<file path="src/rtl/sdm_tx.sv">
// Six-channel first-order sigma-delta modulator with a double-buffered sample set.
// Bitstreams regenerate the ADC modulator outputs for loopback and bench stimulus.
module sdm_tx #(
    parameter int DW      = 16,
    parameter int OSR     = 64,
    parameter int CLK_DIV = 4
) (
    input  logic                 mclkin,
    input  logic                 rst,
    input  logic                 en,
    input  logic                 s_valid,
    output logic                 s_ready,
    input  logic signed [DW-1:0] s_i1,
    input  logic signed [DW-1:0] s_u1,
    input  logic signed [DW-1:0] s_i2,
    input  logic signed [DW-1:0] s_u2,
    input  logic signed [DW-1:0] s_i3,
    input  logic signed [DW-1:0] s_u3,
    output logic                 sd_i1,
    output logic                 sd_u1,
    output logic                 sd_i2,
    output logic                 sd_u2,
    output logic                 sd_i3,
    output logic                 sd_u3,
    output logic                 bit_stb,
    output logic                 frame_stb,
    output logic                 underrun,
    input  logic                 clr_underrun
);

    localparam int AW   = DW + 2;
    localparam int DIVW = (CLK_DIV > 1) ? $clog2(CLK_DIV) : 1;
    localparam int FRW  = $clog2(OSR);
    localparam logic signed [AW-1:0] FS = {3'b001, {(DW-1){1'b0}}};

    logic [DIVW-1:0]        r_div;
    logic [FRW-1:0]         r_frm;
    logic                   r_next_full;
    logic                   r_underrun;
    logic signed [DW-1:0]   r_act [6];
    logic signed [DW-1:0]   r_nxt [6];
    logic signed [AW-1:0]   r_acc [6];
    logic [5:0]             r_bit;

    logic signed [DW-1:0]   w_smp [6];
    logic signed [AW-1:0]   w_sum [6];
    logic                   w_div_end;
    logic                   w_tick;
    logic                   w_boundary;
    logic                   w_accept;
    logic                   w_under_evt;

    assign w_smp[0] = s_i1;
    assign w_smp[1] = s_u1;
    assign w_smp[2] = s_i2;
    assign w_smp[3] = s_u2;
    assign w_smp[4] = s_i3;
    assign w_smp[5] = s_u3;

    assign w_div_end   = (r_div == DIVW'(CLK_DIV - 1));
    assign w_tick      = en & w_div_end;
    assign w_boundary  = w_tick & (r_frm == FRW'(OSR - 1));
    assign w_accept    = s_valid & ~r_next_full;
    assign w_under_evt = w_boundary & ~r_next_full & ~s_valid;

    // Next accumulator value per channel: a + x - (b ? +FS : -FS)
    always_comb begin
        for (int c = 0; c < 6; c++) begin
            w_sum[c] = r_acc[c] + {{2{r_act[c][DW-1]}}, r_act[c]} - (r_bit[c] ? FS : -FS);
        end
    end

    // Tick divider, frame position and the six modulators; all parked at zero while disabled
    always_ff @(posedge mclkin or posedge rst) begin
        if (rst) begin
            r_div <= '0;
            r_frm <= '0;
            r_bit <= 6'b000000;
            for (int c = 0; c < 6; c++) r_acc[c] <= '0;
        end else if (!en) begin
            r_div <= '0;
            r_frm <= '0;
            r_bit <= 6'b000000;
            for (int c = 0; c < 6; c++) r_acc[c] <= '0;
        end else begin
            r_div <= w_div_end ? DIVW'(0) : r_div + DIVW'(1);
            if (w_tick) begin
                r_frm <= (r_frm == FRW'(OSR - 1)) ? FRW'(0) : r_frm + FRW'(1);
                for (int c = 0; c < 6; c++) begin
                    r_acc[c] <= w_sum[c];
                    r_bit[c] <= ~w_sum[c][AW-1];
                end
            end
        end
    end

    // Sample buffering: a sample offered on an empty-buffer boundary bypasses straight to active
    always_ff @(posedge mclkin or posedge rst) begin
        if (rst) begin
            r_next_full <= 1'b0;
            r_underrun  <= 1'b0;
            for (int c = 0; c < 6; c++) begin
                r_act[c] <= '0;
                r_nxt[c] <= '0;
            end
        end else begin
            if (w_boundary) begin
                if (r_next_full) begin
                    r_next_full <= 1'b0;
                    for (int c = 0; c < 6; c++) r_act[c] <= r_nxt[c];
                end else if (s_valid) begin
                    for (int c = 0; c < 6; c++) r_act[c] <= w_smp[c];
                end
            end else if (w_accept) begin
                r_next_full <= 1'b1;
                for (int c = 0; c < 6; c++) r_nxt[c] <= w_smp[c];
            end
            if (w_under_evt) begin
                r_underrun <= 1'b1;
            end else if (clr_underrun) begin
                r_underrun <= 1'b0;
            end
        end
    end

    assign s_ready   = ~r_next_full;
    assign underrun  = r_underrun;
    assign bit_stb   = w_tick;
    assign frame_stb = w_boundary;
    assign sd_i1     = r_bit[0];
    assign sd_u1     = r_bit[1];
    assign sd_i2     = r_bit[2];
    assign sd_u2     = r_bit[3];
    assign sd_i3     = r_bit[4];
    assign sd_u3     = r_bit[5];

endmodule

</file>
<file path="config.mk">
export PLATFORM = sky130hd
export DESIGN_NAME = sdm_tx
export DESIGN_NICKNAME = d
export VERILOG_FILES = /design/src/rtl/sdm_tx.sv
export SDC_FILE = /design/constraint.sdc
export NUM_CORES = 1
export LEC_CHECK = 0
export CAP_MARGIN = 20
export CORE_MARGIN = 4
export CORE_UTILIZATION = 33
export DETAILED_ROUTE_END_ITERATION = 16
export PLACE_DENSITY = 0.55
export SLEW_MARGIN = 15
export SYNTH_ARGS = -nofsm -noshare
export SYNTH_HDL_FRONTEND = slang
export SYNTH_SLANG_ARGS = --single-unit
</file>
<file path="constraint.sdc">
create_clock -name mclkin -period 20 [get_ports mclkin]
set_clock_uncertainty 0.1 [all_clocks]
set_input_delay 6 -clock mclkin [delete_from_list [all_inputs] [get_ports mclkin]]
set_output_delay 6 -clock mclkin [all_outputs]
set_load 0.05 [all_outputs]
</file>
==> flow_metrics.py, run 1 <==
metrics = {
    "logic_synthesis": {
        "synth_edf_count": 0,
        "ys_warn_count": 0,
        "muxShareOfSynthArea_pct": 12.21,
        "synthArstFlopShare_pct": 100.0,
        "synth_top_flop_cell": "dfrtp_1",
        "yosys.area_share.simple_pct": 9.518,
        "synth_xor_area_share_pct": 3.876,
        "synth_fa_ha_area_share_pct": 13.04,
        "seq_area_frac_synth_pct": 39.32,
        "synth_top_area_share_pct": 39.32,
        "synth_area_leaders": "dfrtp_1 (39%), ha_1 (12%), inv_1 (7.0%)",
        "syn_nets": 2433,
        "synth-compound-area-share_pct": 13.42,
        "synth_area_per_cell_um2": 9.461,
        "ys_seq_elements": 316,
        "yosys.cell_types.count": 80,
        "yosysTopAreaCell": "dfrtp_1",
        "syn_inst": 2126,
        "syn-cell-area_um2": 20110,
        "synth_top_family_by_area": "compound AO/OA/AOI/OAI gates",
    },
    "floorplanning": {
        "coreArea_um2": 60360,
        "ios": 111,
        "die-width_um": 254.9,
        "fp.dieH_um": 254.9,
        "start_util_pct": 33.32,
        "rows": 90,
        "die-area_um2": 64960,
    },
    "setup_path": {
        "crit_type": "in -> out",
        "r2r_start": "r_div[0]$_DFF_PP0_",
        "crit_arrival_ns": 8.23,
        "critPathRequiredTime_ns": 13.90,
        "cp_max_fo": 54,
        "worstSetupStartpointType": "primary input",
        "critPathLaunch": "en",
        "cp-end-kind": "primary output",
    },
    "layout": {
        "area_growth_pct": 15.62,
        "design_area_um2": 23250,
        "antenna_cells": 0,
        "nets": 2521,
        "fillers": 6060,
        "drive_gt1_share_pct": 9.942,
        "instances_no_fill": 3025,
        "final_util_pct": 38.53,
    },
    "job": {
        "maxCapViolCount": 0,
    },
    "route": {
        "first_iter_violations": 572,
        "wl_per_cell_um": 14.22,
        "post-route-drc-count": 0,
        "drt_pass1_iterations": 4,
        "antenna_left": 0,
        "vias_per_cell": 4.767,
        "wirelength_um": 43000,
        "num_vias": 14420,
    },
    "place": {
        "gp_congestion": 0.8206,
        "dp_hpwl_um": 29680,
        "place_area_um2": 22040,
        "io_buffers": 110,
        "dpl.cell_count": 2956,
    },
    "grt": {
        "grt_pass1_wl_um": 73530,
        "gr-total-overflow": 0,
        "grt_max_degree": 193,
        "grt_usage_pct": 13.65,
        "antenna_found_initial": 0,
        "grt_pass1_vias": 14880,
    },
    "clocking": {
        "clock-sinks": 316,
        "clk_pin_slew_ns": 0.06,
        "post-cts-setup-buffers": 0,
        "ctsResizeCount": 0,
        "clk_path_buf_depth": 3,
        "h-tree-depth": 2,
        "cts-root-buf": "clkbuf_16",
        "cts_buffers": 38,
        "cts_tree": "yes",
        "clk_latency_ns": 0.55,
        "hold_buffers": 0,
    },
    "sta": {
        "worst_pin_slew_ns": 0.9893,
        "fin_crit_sh_pct": 71.63,
        "finalHoldViolCount": 0,
        "fmax_mhz": 69.80,
        "finalSetupViolCount": 0,
        "drv_slew": 0,
        "min_period_ns": 14.33,
        "setup_tns_ns": 0,
        "slew-limit-headroom_pct": 34.05,
        "rsz0062_at_grt": "false",
    },
    "pwr": {
        "intPower_mw": 1.274,
        "p_comb_share_pct": 24.1,
        "switching_power_mw": 0.5248,
        "peakVddDrop_mv": 0.05096,
        "switching_share_pct": 29.17,
        "power_frac_seq_pct": 38.5,
        "power_leakage_nw": 11.43,
        "fin_total_pwr_mw": 1.799,
        "power_density_nw_per_um2": 77.37,
        "power_frac_clock_pct": 37.5,
    },
    "outcome": {
        "status": "finished clean",
    },
    "worst_hold_path": {
        "hp-start": "r_act[24]$_DFFE_PP0P_",
        "hold_class": "reg -> reg",
    },
}
-- cell usage after synthesis, types with 3 or more instances --
| cell | number |
|---|---|
| a21o_1 | 32 |
| a2111oi_4 | 5 |
| o21a_1 | 12 |
| and3_1 | 16 |
| a21oi_1 | 77 |
| o21ai_0 | 171 |
| a221o_1 | 4 |
| or2_2 | 6 |
| ha_1 | 200 |
| xor2_1 | 37 |
| o31a_1 | 3 |
| o2111ai_1 | 3 |
| o211ai_1 | 8 |
| buf_1 | 9 |
| mux2_2 | 99 |
| a211oi_1 | 18 |
| nand4_1 | 12 |
| o21ai_1 | 5 |
| clkbuf_1 | 43 |
| nand3_1 | 26 |
| a221oi_2 | 3 |
| o21bai_1 | 4 |
| a31oi_1 | 13 |
| nand2b_1 | 9 |
| buf_2 | 23 |
| a21boi_0 | 3 |
| nor2b_1 | 14 |
| dfrtp_1 | 316 |
| mux2i_1 | 134 |
| fa_1 | 6 |
| xnor2_1 | 52 |
| nand2_1 | 188 |
| a31o_2 | 6 |
| nor2_1 | 98 |
| nand2b_4 | 3 |
| nor3_1 | 11 |
| o31ai_1 | 7 |
| inv_1 | 376 |
| o311ai_0 | 5 |
| a221oi_1 | 3 |
| or3_1 | 9 |
| and2_1 | 7 |
-- power by group through the flow --
stage | sequential [mW] | clock [mW] | combinational [mW]
6_report | 0.692 | 0.674 | 0.433
5_1_grt | 0.696 | 0.729 | 0.490
4_1_cts | 0.692 | 0.705 | 0.439
3_5_place_dp | 0.704 | 0 | 0.436
3_3_place_gp | 0.702 | 0 | 0.430
2_1_floorplan | 0.702 | 0 | 0.333
-- path summary, 6_finish.rpt --
kind | end | slack [ns] | depth (start not counted)
worst max-delay path | bit_stb | 5.67 | 6
worst min-delay path | r_act[24]$_DFFE_PP0P_ | 0.38 | 2
worst min register to register | r_act[24]$_DFFE_PP0P_ | 0.38 | 2
min in group asynchronous | r_nxt[40]$_DFFE_PP0P_ | 5.96 | 2
max in group asynchronous | r_nxt[31]$_DFFE_PP0P_ | 12.31 | 3
worst max register to register | r_acc[107]$_DFFE_PP0P_ | 16.81 | 5
-- final cells by class --
class	count	area, um^2	area share [%]
Multi-Input combinational cell	1356	10510	45.20
Timing Repair Buffer	123	1211	5.208
Tap cell	782	978.4	4.207
Inverter	379	1430	6.150
Sequential cell	316	7911	34.02
Clock buffer	52	1095	4.708
Clock inverter	17	118.9	0.5111
-- cell usage in the layout, fill, tap and decap left out, types with 39 or more instances in the layout --
cell             instances
inv_1                  375
dfrtp_1                315
ha_1                   199
nand2_1                188
o21ai_0                170
mux2i_1                134
clkdlybuf4s50_1        110
mux2_2                  99
nor2_1                  97
a21oi_1                 77
xnor2_1                 52
clkbuf_16               39
-- per-layer routing --
| metal | global-route usage (%) | up-vias | part of all wire, % |
|---|---|---|---|
| met4 | 2.837 | 0 | 1.6 |
| met3 | 3.170 | 45 | 4.3 |
| met2 | 24.06 | 156 | 48 |
| met5 | 0 | - | 0 |
| li1 | - | 7301 | - |
| met1 | 17.22 | 6917 | 46 |
-- flip-flops by register name, summed over array words and instances, names as in the netlist --
name / cells
r_nxt: 96
r_div: 2
underrun: 1
r_bit: 6
r_acc: 108
r_next_full: 1
r_frm: 6
r_act: 96
-- worst max-delay path, cell delays in order --
cell and delay, ns:
clkdlybuf4s50_1 0.40, buf_4 0.21, nand2_2 0.10, buf_4 0.52, clkinv_1 0.22, clkdlybuf4s50_1 0.75
-- through the flow --
step,hold slack (ns),worst slack (ns)
2_1_floorplan,0.3150,5.157
3_3_place_gp,0.3639,5.570
3_5_place_dp,0.3717,5.614
4_1_cts,0.3846,5.604
5_1_grt,0.4010,5.505
6_report,0.3771,5.673
-- cells by family (layout without fill, tap and decap cells) --
family | after synthesis | after routing
and+or+nand+nor | 418 | 418
xor gates and xnor gates | 89 | 89
buffers and inverters | 454 | 571
adders and majority gates | 206 | 206
muxes | 233 | 233
DFF | 316 | 316
AOI/OAI and AO/OA | 410 | 410
Power figures use the tool's default switching activity.
==> run 2: changes to the inputs <==
--- a/config.mk
+++ b/config.mk
@@ -9,7 +9,7 @@
 export CORE_MARGIN = 4
 export CORE_UTILIZATION = 33
 export DETAILED_ROUTE_END_ITERATION = 16
-export PLACE_DENSITY = 0.55
+export PLACE_DENSITY = 0.57
 export SLEW_MARGIN = 15
 export SYNTH_ARGS = -nofsm -noshare
 export SYNTH_HDL_FRONTEND = slang
==> constraint.sdc (replaced) <==
create_clock -name mclkin -period 12.3 [get_ports mclkin]
set_clock_uncertainty 0.1 [all_clocks]
set_input_delay 3.69 -clock mclkin [delete_from_list [all_inputs] [get_ports mclkin]]
set_output_delay 3.69 -clock mclkin [all_outputs]
set_load 0.05 [all_outputs]
==> flow_metrics.py, run 2 (same netlist as run 1, synthesis figures left out) <==
metrics = {
    "outcome": {
        "status": "finished clean",
    },
    "layout": {
        "nets": 2527,
        "fillers": 5949,
        "drive_gt1_share_pct": 10.27,
        "final_cell_mix": "inv_1 (375), dfrtp_1 (315), ha_1 (199)",
        "top_regs": "r_acc (108), r_act (96), r_nxt (96)",
        "largest_register_ffs": 108,
        "design_area_um2": 23460,
        "area_growth_pct": 16.62,
        "top_register": "r_acc",
        "antenna_cells": 0,
        "final_common_cell": "inv_1",
    },
    "setup_path": {
        "r2r_cells": 5,
        "max_stage_delay_ns": 0.88,
        "ff2ff_setup_slack_ns": 8.92,
        "worstSetupStartpointType": "primary input",
        "timing.rr.end": "r_acc[107]$_DFFE_PP0P_",
        "r2r_start": "r_div[0]$_DFF_PP0_",
        "path_cells": "clkdlybuf4s50_1, buf_4, nand2_2, nor2_2, clkdlybuf4s50_1",
        "cpMostUsedCell": "clkdlybuf4s50_1",
        "crit_arrival_ns": 5.79,
        "cpMaxStageDelayCell": "clkdlybuf4s50_1",
        "cp-end-kind": "primary output",
        "crit_type": "in -> out",
        "cp_max_fo": 15,
        "critPathTopFamily": "buffers and inverters",
        "path_buf_inv": 3,
        "critPathRequiredTime_ns": 8.51,
    },
    "worst_hold_path": {
        "hold_depth": 2,
        "hold_end": "r_act[25]$_DFFE_PP0P_",
        "hp-start": "r_act[25]$_DFFE_PP0P_",
        "hold_class": "reg -> reg",
    },
    "floorplanning": {
        "coreArea_um2": 60360,
        "die-area_um2": 64960,
        "die-width_um": 254.9,
        "start_util_pct": 33.32,
        "ios": 111,
        "rows": 90,
        "fp.dieH_um": 254.9,
    },
    "clocking": {
        "cts_tree": "yes",
        "hold_buffers": 0,
        "h-tree-depth": 2,
        "post-cts-setup-buffers": 0,
        "cts-root-buf": "clkbuf_16",
        "ctsResizeCount": 0,
        "clock-sinks": 316,
        "cts_buffers": 40,
        "clk_pin_slew_ns": 0.05,
        "clk_path_buf_depth": 3,
        "clk_latency_ns": 0.56,
    },
    "sta": {
        "min_period_ns": 9.578,
        "rsz0062_at_grt": "false",
        "worst_pin_slew_ns": 1.012,
        "finalSetupViolCount": 0,
        "fin_hold_ws_ns": 0.3714,
        "drv_slew": 0,
        "slew-limit-headroom_pct": 32.51,
        "setup_tns_ns": 0,
        "fin_crit_sh_pct": 77.87,
        "finalHoldViolCount": 0,
        "fmax_mhz": 104.4,
    },
    "grt": {
        "grt_max_degree": 113,
        "grt_pass1_wl_um": 73530,
        "grt_pass1_vias": 14950,
        "gr-total-overflow": 0,
        "antenna_found_initial": 0,
        "grt_use_met1_pct": 16.74,
        "use_met2_pct": 24.38,
        "busiest_layer": "met2",
        "grt_use_met3_pct": 2.236,
        "grt_usage_pct": 13.58,
    },
    "route": {
        "num_vias": 14440,
        "drt_pass1_iterations": 4,
        "post-route-drc-count": 0,
        "antenna_left": 0,
        "wl_per_cell_um": 14.23,
        "first_iter_violations": 599,
        "wirelength_um": 43150,
        "vias_per_cell": 4.764,
    },
    "place": {
        "place_area_um2": 22050,
        "io_buffers": 110,
        "gp_congestion": 0.8109,
        "dp_hpwl_um": 30150,
    },
    "pwr": {
        "peakVddDrop_mv": 0.07942,
        "power_density_nw_per_um2": 130.0,
        "power_leakage_nw": 11.51,
    },
    "job": {
        "maxCapViolCount": 0,
    },
}
run 2: cell count changes in the layout (fill, tap and decap cells not counted), sizes merged:
cell	delta
buf	+4
bufinv	+3
clkbuf	+4
clkinv	-6
clkinvlp	+2
run 2: area by class of cell:
| class | count | area, um^2 | area share, % |
|---|---|---|---|
| multi-input cells | 1356 | 10510 | 44.81 |
| flip-flops and latches | 316 | 7911 | 33.73 |
| inverters | 379 | 1426 | 6.081 |
| repair buffers | 127 | 1249 | 5.324 |
| clock buffers | 56 | 1182 | 5.041 |
| well taps | 782 | 978.4 | 4.171 |
| clock inverters | 16 | 198.9 | 0.8481 |
run 2: worst max-delay path by stage:
stage | start | end | slack [ns] | depth (start not counted)
6_report | en | frame_stb | 2.72 | 5
5_1_grt | en | frame_stb | 2.61 | 5
4_1_cts | en | frame_stb | 2.71 | 5
3_5_place_dp | en | frame_stb | 2.71 | 5
3_3_place_gp | en | frame_stb | 2.69 | 5
2_1_floorplan | en | bit_stb | 3.68 | 4
run 2: power breakdown:
| part | total, mW | switching (mW) | internal, mW |
|---|---|---|---|
| Combinational | 0.707 | 0.375 | 0.332 |
| Sequential | 1.13 | 0.0285 | 1.10 |
| Clock | 1.22 | 0.462 | 0.755 |
| Total | 3.05 | 0.866 | 2.18 |
run 2: layer usage:
layer	wire, um	part of all wire (%)
met1	19390	45
met2	21280	49
met3	1355	3.1
met4	1127	2.6
met5	0	0
run 2: worst register-to-register path, stage by stage (launching register included):
cell and delay (ns):
dfrtp_1 0.41, ha_4 0.64, clkinv_1 0.89, or3_1 0.62
o311ai_0 0.47, o21a_1 0.20
run 2: through the flow:
step / power (mW) / utilization [%] / instances / worst slack [ns]
CTS: 3.109 / 38.82 / 3031 / 2.707
detailed placement: 1.855 / 36.53 / 2959 / 2.706
floorplan: 1.683 / - / 2126 / 3.683
global route: 3.235 / 38.86 / 3032 / 2.608
global placement: 1.836 / 36.53 / 2959 / 2.693
finish: 3.049 / 38.86 / 3032 / 2.722
==> run 3: changes to the inputs <==
==> constraint.sdc (replaced) <==
create_clock -name mclkin -period 8.1 [get_ports mclkin]
set_clock_uncertainty 0.1 [all_clocks]
set_input_delay 2.43 -clock mclkin [delete_from_list [all_inputs] [get_ports mclkin]]
set_output_delay 2.43 -clock mclkin [all_outputs]
set_load 0.05 [all_outputs]
==> flow_metrics.py, run 3 (same netlist as run 1, synthesis figures left out) <==
metrics = {
    "outcome": {
        "status": "finished clean",
    },
    "sta": {
        "fin_crit_sh_pct": 78.12,
        "worst_pin_slew_ns": 0.9356,
        "finalHoldViolCount": 0,
        "fmax_mhz": 158.0,
        "rsz0062_at_grt": "false",
        "finalSetupViolCount": 0,
        "slew-limit-headroom_pct": 37.63,
        "fin_hold_ws_ns": 0.3746,
        "setup_tns_ns": 0,
        "min_period_ns": 6.328,
        "drv_slew": 0,
    },
    "place": {
        "gp_congestion": 0.8271,
        "dp_hpwl_um": 29850,
        "io_buffers": 110,
        "dpl.cell_count": 2958,
    },
    "layout": {
        "antenna_cells": 0,
        "nets": 2523,
        "final_common_cell": "inv_1",
        "final_cell_mix": "inv_1 (375), dfrtp_1 (315), ha_1 (199)",
        "drive_gt1_share_pct": 9.777,
        "instances_no_fill": 3022,
        "largest_register_ffs": 108,
        "fillers": 6011,
        "top_regs": "r_acc (108), r_act (96), r_nxt (96)",
        "top_register": "r_acc",
        "area_growth_pct": 15.97,
    },
    "clocking": {
        "cts-root-buf": "clkbuf_16",
        "clk_path_buf_depth": 3,
        "clk_latency_ns": 0.55,
        "cts_tree": "yes",
        "h-tree-depth": 2,
        "clk_pin_slew_ns": 0.06,
        "ctsResizeCount": 0,
        "clock-sinks": 316,
        "hold_buffers": 0,
        "post-cts-setup-buffers": 0,
        "cts_buffers": 38,
    },
    "grt": {
        "grt_max_degree": 193,
        "gr-total-overflow": 0,
        "grt_usage_pct": 13.50,
        "antenna_found_initial": 0,
        "grt_pass1_wl_um": 73060,
        "grt_pass1_vias": 14790,
    },
    "setup_path": {
        "critPathRequiredTime_ns": 5.57,
        "r2r_cells": 5,
        "cp-end-kind": "primary output",
        "ff2ff_setup_slack_ns": 4.91,
        "timing.rr.end": "r_acc[107]$_DFFE_PP0P_",
        "worstSetupStartpointType": "primary input",
        "r2r_start": "r_div[0]$_DFF_PP0_",
        "crit_arrival_ns": 3.80,
        "crit_type": "in -> out",
        "cp_max_fo": 5,
    },
    "pwr": {
        "peakVddDrop_mv": 0.1310,
        "power_density_nw_per_um2": 193.2,
        "power_leakage_nw": 11.45,
    },
    "route": {
        "wl_per_cell_um": 14.27,
        "first_iter_violations": 585,
        "vias_per_cell": 4.765,
        "num_vias": 14400,
        "post-route-drc-count": 0,
        "drt_pass1_iterations": 5,
        "wirelength_um": 43130,
        "antenna_left": 0,
    },
    "floorplanning": {
        "start_util_pct": 33.32,
        "fp.dieH_um": 254.9,
        "rows": 90,
        "coreArea_um2": 60360,
        "die-width_um": 254.9,
        "ios": 111,
        "die-area_um2": 64960,
    },
    "job": {
        "maxCapViolCount": 0,
    },
    "worst_hold_path": {
        "hp-start": "r_acc[34]$_DFFE_PP0P_",
        "hold_depth": 2,
        "hold_class": "reg -> reg",
        "hold_end": "r_acc[34]$_DFFE_PP0P_",
    },
}
==> run 3: cell types whose count changed in the layout (fill, tap and decap cells not counted), sizes merged <==
cell           delta
clkinvlp          -2
inv               -2
clkbuf            +2
bufinv            -2
clkdlybuf4s50     -2
clkinv            -4
==> run 3: layout make-up <==
type                    instances  area [um^2]  area share (%)
multi-input cells            1356        10510           45.06
flip-flops and latches        316         7911           33.92
inverters                     379         1426           6.115
repair buffers                125         1246           5.343
clock buffers                  58         1170           5.016
well taps                     782        978.4           4.195
clock inverters                 6        82.58          0.3540
==> run 3: worst max path at each step <==
stage | start | end | slack, ns
global placement | en | frame_stb | 1.72
global route | en | frame_stb | 1.67
CTS | en | frame_stb | 1.74
floorplan | rst | r_acc[0]$_DFFE_PP0P_ | 1.36
finish | en | frame_stb | 1.77
detailed placement | en | frame_stb | 1.75
==> run 3: worst max-delay path, stage by stage <==
cell             delay (ns)
clkdlybuf4s50_1        0.61
nand2_2                0.17
nor2_2                 0.40
buf_12                 0.19
==> run 3: per-stage QoR <==
step / worst slack [ns] / utilization [%] / cell area, um^2 / power [mW]
2_1_floorplan: 1.359 / - / 20120 / 2.555
3_3_place_gp: 1.723 / 36.57 / 22070 / 2.788
3_5_place_dp: 1.752 / 36.57 / 22070 / 2.817
4_1_cts: 1.743 / 38.64 / 23320 / 4.579
5_1_grt: 1.673 / 38.64 / 23320 / 4.774
6_report: 1.772 / 38.64 / 23320 / 4.506
==> run 3: layer usage <==
metal	wire length, um	GRT usage [%]	up-vias
met5	0	0	-
met4	1100	4.115	0
met3	1839	3.323	67
met2	20530	23.38	171
met1	19660	16.73	6865
li1	-	-	7296
==> run 3: power by group <==
group          switching [mW]  internal (mW)
Sequential             0.0433           1.67
Combinational           0.573          0.503
Clock                   0.668           1.05
